--- src/rtl/vc_ring_pkg.sv ---
// Shared width helpers and the VC identifier type for the virtual-channel ring FIFO.
package vc_ring_pkg;

  localparam int VC_ID_MAX_W = 8;

  typedef logic [VC_ID_MAX_W-1:0] vc_id_t;

  function automatic int vcIdWidth(input int numVc);
    if (numVc > 1) begin
      return $clog2(numVc);
    end else begin
      return 1;
    end
  endfunction

  // Wrap-bit pointers and occupancy both need one bit beyond the index width.
  function automatic int occWidth(input int depth);
    return $clog2(depth) + 1;
  endfunction

endpackage

--- src/rtl/vc_fifo_lane.sv ---
// One virtual channel: circular buffer with wrap-bit pointers, first-word
// fall-through head and occupancy flags derived purely from the pointers.
module vc_fifo_lane
  import vc_ring_pkg::*;
#(
  parameter int WIDTH    = 32,
  parameter int DEPTH    = 4,
  parameter int AFUL_LVL = DEPTH - 1
) (
  input  logic                         clk,
  input  logic                         rst,
  input  logic                         wrEn,
  input  logic [WIDTH-1:0]             wrDat,
  input  logic                         rdEn,
  output logic [WIDTH-1:0]             rdDat,
  output logic                         notEmpty,
  output logic                         ful,
  output logic                         aFul,
  output logic [occWidth(DEPTH)-1:0]   cnt,
  output logic                         ovfHit,
  output logic                         udfHit
);

  localparam int PW = occWidth(DEPTH);
  localparam int AW = PW - 1;

  logic [PW-1:0]    wrPtr_r;
  logic [PW-1:0]    rdPtr_r;
  logic [PW-1:0]    occ_s;
  logic             push_s;
  logic             pop_s;
  logic [WIDTH-1:0] mem_r [DEPTH];

  // Flags from registered pointers only; a full lane still accepts a write when it pops.
  always_comb begin
    occ_s    = wrPtr_r - rdPtr_r;
    cnt      = occ_s;
    notEmpty = (occ_s != '0);
    ful      = (occ_s == PW'(DEPTH));
    aFul     = (occ_s >= PW'(AFUL_LVL));
    pop_s    = rdEn & notEmpty;
    push_s   = wrEn & (~ful | rdEn);
    ovfHit   = wrEn & ful & ~rdEn;
    udfHit   = rdEn & ~notEmpty;
    if (notEmpty) begin
      rdDat = mem_r[rdPtr_r[AW-1:0]];
    end else begin
      rdDat = '0;
    end
  end

  // Pointer advance; reset empties the lane without touching storage.
  always_ff @(posedge clk or negedge rst) begin
    if (!rst) begin
      wrPtr_r <= '0;
      rdPtr_r <= '0;
    end else begin
      if (push_s) begin
        wrPtr_r <= wrPtr_r + PW'(1);
      end
      if (pop_s) begin
        rdPtr_r <= rdPtr_r + PW'(1);
      end
    end
  end

  // Storage write at the tail slot.
  always_ff @(posedge clk) begin
    if (push_s) begin
      mem_r[wrPtr_r[AW-1:0]] <= wrDat;
    end
  end

endmodule

--- src/rtl/vc_ring_fifo.sv ---
// Multi-VC FIFO: demultiplexes writes onto per-VC lanes and collects
// sticky overflow/underflow indications.
module vc_ring_fifo
  import vc_ring_pkg::*;
#(
  parameter int WIDTH    = 32,
  parameter int DEPTH    = 4,
  parameter int NUM_VC   = 2,
  parameter int AFUL_LVL = DEPTH - 1
) (
  input  logic                                     clk,
  input  logic                                     rst,
  input  logic                                     iWrEn,
  input  logic [vcIdWidth(NUM_VC)-1:0]             iWrVc,
  input  logic [WIDTH-1:0]                         iWrDat,
  input  logic [NUM_VC-1:0]                        iRdEn,
  output logic [NUM_VC-1:0][WIDTH-1:0]             oRdDat,
  output logic [NUM_VC-1:0]                        oNotEmpty,
  output logic [NUM_VC-1:0]                        oFul,
  output logic [NUM_VC-1:0]                        oAFul,
  output logic [NUM_VC-1:0][occWidth(DEPTH)-1:0]   oCnt,
  output logic                                     oOvf,
  output logic                                     oUdf
);

  vc_id_t            wrVc_s;
  logic [NUM_VC-1:0] laneWrEn_s;
  logic [NUM_VC-1:0] ovfHit_s;
  logic [NUM_VC-1:0] udfHit_s;

  // Write demux; an id beyond NUM_VC-1 selects no lane and is dropped.
  always_comb begin
    wrVc_s     = vc_id_t'(iWrVc);
    laneWrEn_s = '0;
    for (int v = 0; v < NUM_VC; v++) begin
      laneWrEn_s[v] = iWrEn & (wrVc_s == vc_id_t'(v));
    end
  end

  for (genvar v = 0; v < NUM_VC; v++) begin : gLane
    vc_fifo_lane #(
      .WIDTH   (WIDTH),
      .DEPTH   (DEPTH),
      .AFUL_LVL(AFUL_LVL)
    ) uLane (
      .clk     (clk),
      .rst     (rst),
      .wrEn    (laneWrEn_s[v]),
      .wrDat   (iWrDat),
      .rdEn    (iRdEn[v]),
      .rdDat   (oRdDat[v]),
      .notEmpty(oNotEmpty[v]),
      .ful     (oFul[v]),
      .aFul    (oAFul[v]),
      .cnt     (oCnt[v]),
      .ovfHit  (ovfHit_s[v]),
      .udfHit  (udfHit_s[v])
    );
  end

  // Sticky error flags, cleared only by reset.
  always_ff @(posedge clk or negedge rst) begin
    if (!rst) begin
      oOvf <= 1'b0;
      oUdf <= 1'b0;
    end else begin
      oOvf <= oOvf | (|ovfHit_s);
      oUdf <= oUdf | (|udfHit_s);
    end
  end

endmodule
--- config.mk ---
export PLATFORM = sky130hd
export DESIGN_NAME = vc_ring_fifo
export DESIGN_NICKNAME = d
export VERILOG_FILES = /design/src/rtl/vc_ring_pkg.sv /design/src/rtl/vc_fifo_lane.sv /design/src/rtl/vc_ring_fifo.sv
export SDC_FILE = /design/constraint.sdc
export NUM_CORES = 1
export LEC_CHECK = 0
export BUFFER_PORTS_ARGS = -buffer_cell sky130_fd_sc_hd__buf_4
export CAP_MARGIN = 30
export CORE_ASPECT_RATIO = 0.9
export CORE_MARGIN = 2
export CORE_UTILIZATION = 25
export CTS_CLUSTER_DIAMETER = 100
export DETAILED_ROUTE_END_ITERATION = 8
export PLACE_DENSITY = 0.41
export SETUP_SLACK_MARGIN = 0.2
export SKIP_CTS_REPAIR_TIMING = 1
export SYNTH_ARGS = -nofsm -noshare
export SYNTH_HDL_FRONTEND = slang
export SYNTH_SLANG_ARGS = --single-unit
export TNS_END_PERCENT = 20
--- constraint.sdc ---
create_clock -name clk -period 3.9 [get_ports clk]
set_input_delay 0 -clock clk [delete_from_list [all_inputs] [get_ports clk]]
set_output_delay 0 -clock clk [all_outputs]
set_load 0.05 [all_outputs]
==> report_table.html <==
<table>
<tr><th>Metric</th><th>Value</th></tr>
<tr><th colspan="2">Run status</th></tr>
<tr><td>Outcome</td><td>finished, violations left</td></tr>
<tr><td>Violations in the final reports</td><td>DRC</td></tr>
<tr><th colspan="2">Clocking</th></tr>
<tr><td>Sink count of the clock tree</td><td>270</td></tr>
<tr><td>Clk_lat worst skew</td><td>0.56 ns</td></tr>
<tr><td>Clk pin slew, worst setup/hold paths</td><td>0.06 ns</td></tr>
<tr><td>Clock tree buffer depth</td><td>3</td></tr>
<tr><td>Number of H-tree branching levels</td><td>1</td></tr>
<tr><td>Number of CTS-inserted buffers</td><td>30</td></tr>
<tr><td>Buffer cell driving the clock tree root</td><td>sky130_fd_sc_hd__clkbuf_16</td></tr>
<tr><td>Clock tree from TritonCTS</td><td>done</td></tr>
<tr><th colspan="2">GRT</th></tr>
<tr><td>GR Util All Layers</td><td>0.116</td></tr>
<tr><td>Number of antenna violations at the first check in global routing</td><td>2</td></tr>
<tr><td>First-pass GRT wire length</td><td>38,100 um</td></tr>
<tr><td>Number of global-route vias before repair</td><td>5,828</td></tr>
<tr><td>Pin count of the biggest net entering global routing</td><td>35</td></tr>
<tr><td>Overflow after GRT</td><td>0</td></tr>
<tr><th colspan="2">Worst setup path</th></tr>
<tr><td>Critical path launch point type</td><td>flip-flop</td></tr>
<tr><td>CP Max Fanout</td><td>18</td></tr>
<tr><td>Kind of capture point of the worst setup path</td><td>output pin</td></tr>
<tr><td>Endpoint arrival time on the critical path</td><td>3.39 ns</td></tr>
<tr><td>Category of the critical setup timing path</td><td>flip-flop to output pin</td></tr>
<tr><td>Critical path destination</td><td>oRdDat[46]</td></tr>
<tr><td>Worst r2r path cells</td><td>8</td></tr>
<tr><td>Worst R2R Setup Slack</td><td>0.60 ns</td></tr>
<tr><td>Source of the critical timing path</td><td>gLane[1].uLane.wrPtr_r[0]$_DFFE_PN0N_</td></tr>
<tr><td>Data required, critical path</td><td>3.90 ns</td></tr>
<tr><td>Startpoint of the worst register-to-register path</td><td>gLane[1].uLane.wrPtr_r[0]$_DFFE_PN0N_</td></tr>
<tr><td>Endpoint of the most critical register-to-register path</td><td>oUdf$_DFF_PN0_</td></tr>
<tr><th colspan="2">Logic synthesis</th></tr>
<tr><td>Mean instance size in the synthesized netlist</td><td>21.2 um2</td></tr>
<tr><td>Total number of yosys warnings</td><td>0</td></tr>
<tr><td>Netlist Area Pre-Place</td><td>0.0107 mm2</td></tr>
<tr><td>Fraction of the yosys area taken by sequential cells</td><td>0.753</td></tr>
<tr><td>Synth Net Count</td><td>555</td></tr>
<tr><td>Number of flip-flops and latches in the synthesized netlist</td><td>270</td></tr>
<tr><td>Unique cell type count in the Yosys netlist</td><td>41</td></tr>
<tr><td>Post-Synthesis Cells</td><td>503</td></tr>
<tr><th colspan="2">Floorplan</th></tr>
<tr><td>Initial core utilization</td><td>0.255</td></tr>
<tr><td>Overall die height</td><td>200 um</td></tr>
<tr><td>Io pins</td><td>116</td></tr>
<tr><td>Die outline area</td><td>0.0444 mm2</td></tr>
<tr><td>Standard-cell rows</td><td>71</td></tr>
<tr><td>Die extent in x</td><td>222 um</td></tr>
<tr><td>Floorplan core area</td><td>0.0419 mm2</td></tr>
<tr><th colspan="2">Routing</th></tr>
<tr><td>Vias per std cell</td><td>4.24</td></tr>
<tr><td>Initial DRT Pass Iterations</td><td>8</td></tr>
<tr><td>Number of DRC markers in iteration 0</td><td>274</td></tr>
<tr><td>Total vias in the final route</td><td>5,315</td></tr>
<tr><td>Final routed DRC violation total</td><td>14</td></tr>
<tr><td>Overall routed net length</td><td>25,700 um</td></tr>
<tr><td>Number of antenna-violating nets in the routed design</td><td>0</td></tr>
<tr><td>Per-cell routed wire length</td><td>20.5 um</td></tr>
<tr><th colspan="2">Timing</th></tr>
<tr><td>Largest clock skew in the final design</td><td>0.0211 ns</td></tr>
<tr><td>Post-route setup TNS</td><td>0 ns</td></tr>
<tr><td>Maximum achievable frequency</td><td>0.295 GHz</td></tr>
<tr><td>Slew Limit Fails</td><td>0</td></tr>
<tr><td>Unrepaired setup endpoints after global routing</td><td>false</td></tr>
<tr><td>Relative slew slack</td><td>0.439</td></tr>
<tr><td>Minimum period implied by the final worst setup slack</td><td>3.39 ns</td></tr>
<tr><td>Part of the cycle the worst path needs</td><td>0.868</td></tr>
<tr><td>Total setup violations reported at the end of the flow</td><td>0</td></tr>
<tr><td>Hold Violations, Final</td><td>0</td></tr>
<tr><td>Worst Max-Slew Pin Slew</td><td>0.841 ns</td></tr>
<tr><th colspan="2">Layout</th></tr>
<tr><td>Commonest non-fill, non-tap cell in the layout</td><td>sky130_fd_sc_hd__edfxtp_1</td></tr>
<tr><td>Leading cell types in the layout, fill and taps excluded</td><td>256 x sky130_fd_sc_hd__edfxtp_1, 128 x sky130_fd_sc_hd__buf_4, 64 x sky130_fd_sc_hd__mux4_2, 64 x sky130_fd_sc_hd__nor2b_1, 40 x sky130_fd_sc_hd__dlygate4sd3_1</td></tr>
<tr><td>Final standard cell area without fillers</td><td>0.0137 mm2</td></tr>
<tr><td>Share of cells above drive strength 1</td><td>0.385</td></tr>
<tr><td>Fill cells</td><td>4,054</td></tr>
<tr><td>NumNets Final</td><td>732</td></tr>
<tr><td>Layout-stage area growth over the synthesis result</td><td>28.6%</td></tr>
<tr><th colspan="2">Run</th></tr>
<tr><td>Max_cap viols</td><td>0</td></tr>
<tr><th colspan="2">Place</th></tr>
<tr><td>Detailed Place HPWL</td><td>16,400 um</td></tr>
<tr><td>Port bufs</td><td>115</td></tr>
<tr><td>Dpl cell area</td><td>0.0123 mm2</td></tr>
<tr><td>Final estimated routing congestion in global placement</td><td>0.706</td></tr>
<tr><th colspan="2">Hold path</th></tr>
<tr><td>Class of the worst hold path</td><td>input port to flip-flop</td></tr>
</table>
-- routing by layer --
layer,GRT usage,up-vias,wire (um)
li1,-,2362,-
met1,0.156,2801,11900
met2,0.194,113,12100
met3,0.0252,39,1170
met4,0.0275,0,561
met5,0,-,0
-- final cells by class --
cell class	instances	area [um2]	share of cell area
Antenna cell	2	5.00	0.000365
Clock buffer	32	758	0.0552
Clock inverter	24	250	0.0182
Inverter	13	48.8	0.00356
Multi-Input combinational cell	192	2470	0.180
Sequential cell	270	8050	0.586
Tap cell	547	684	0.0499
Timing Repair Buffer	173	1460	0.106
-- registers in the layout, indices dropped and copies added (netlist names) --
| name | cells |
|---|---|
| oUdf | 1 |
| oOvf | 1 |
| gLane.uLane.mem_r | 256 |
| gLane.uLane.rdPtr_r | 6 |
| gLane.uLane.wrPtr_r | 6 |
-- critical path: stages, from the launching register on --
cell and delay (ns):
sky130_fd_sc_hd__dfrtp_1 0.38, sky130_fd_sc_hd__inv_1 0.12, sky130_fd_sc_hd__ha_1 0.22, sky130_fd_sc_hd__fa_1 0.46
sky130_fd_sc_hd__xor3_2 0.53, sky130_fd_sc_hd__nor2_4 0.55, sky130_fd_sc_hd__buf_4 0.29, sky130_fd_sc_hd__nor2b_1 0.08
sky130_fd_sc_hd__buf_4 0.19
-- per-stage QoR --
stage	setup WS, ns	hold slack [ns]	std cells	util
6_report	0.513	0.228	1253	0.327
5_1_grt	0.310	0.221	1252	0.327
4_1_cts	0.395	-0.724	1211	0.318
3_5_place_dp	0.667	-0.127	1155	0.294
3_3_place_gp	0.791	-0.130	1155	0.294
2_1_floorplan	0.720	-0.296	503	-
-- cells in the mapped netlist, drive strengths merged --
cell / n / area share
buf: 22 / 0.011
o2111ai: 1 / 0.00082
fa: 2 / 0.0038
mux4: 64 / 0.14
a211o: 1 / 0.00082
o21ai: 4 / 0.0019
a221o: 1 / 0.00094
xor2: 1 / 0.00082
edfxtp: 256 / 0.72
o211a: 1 / 0.0016
xnor2: 7 / 0.0057
and2: 6 / 0.0039
nor2b: 64 / 0.038
a21oi: 2 / 0.0013
xnor3: 1 / 0.0022
nor3: 1 / 0.00047
a311o: 1 / 0.00094
nor3b: 1 / 0.00070
dfrtp: 14 / 0.033
nand3: 1 / 0.00047
inv: 13 / 0.0046
nand2: 5 / 0.0018
mux2: 5 / 0.0056
and3: 1 / 0.00059
xor3: 1 / 0.0023
and4: 1 / 0.00082
and3b: 1 / 0.00082
a21o: 1 / 0.00070
ha: 12 / 0.014
clkbuf: 6 / 0.0021
nand3b: 1 / 0.00070
nor2: 4 / 0.0019
o211ai: 1 / 0.00070
-- logic make-up after synthesis --
family / count (synthesis) / synth area share
simple gates: 86 / 0.0496
mux: 69 / 0.141
compound gates: 13 / 0.00973
fa+ha+maj: 14 / 0.0178
buf+inv: 41 / 0.0182
xor+xnor: 10 / 0.0111
flops: 270 / 0.753
-- how the worst min path moves through the flow --
stage                                            endpoint  slack [ns]  startpoint  depth (start not counted)
detailed placement                         oUdf$_DFF_PN0_       -0.13         rst                          1
global placement                           oUdf$_DFF_PN0_       -0.13         rst                          1
global route         gLane[1].uLane.mem_r[3][6]$_DFFE_PP_        0.22   iWrDat[6]                          2
CTS                 gLane[0].uLane.wrPtr_r[0]$_DFFE_PN0N_       -0.72         rst                          1
finish               gLane[1].uLane.mem_r[1][6]$_DFFE_PP_        0.23   iWrDat[6]                          2
floorplan           gLane[0].uLane.rdPtr_r[0]$_DFFE_PN0P_       -0.30         rst                          0
Power is left out: the tool's default activity adds up to more than one toggle a clock period on the data nets, which glitch-free logic cannot reach.
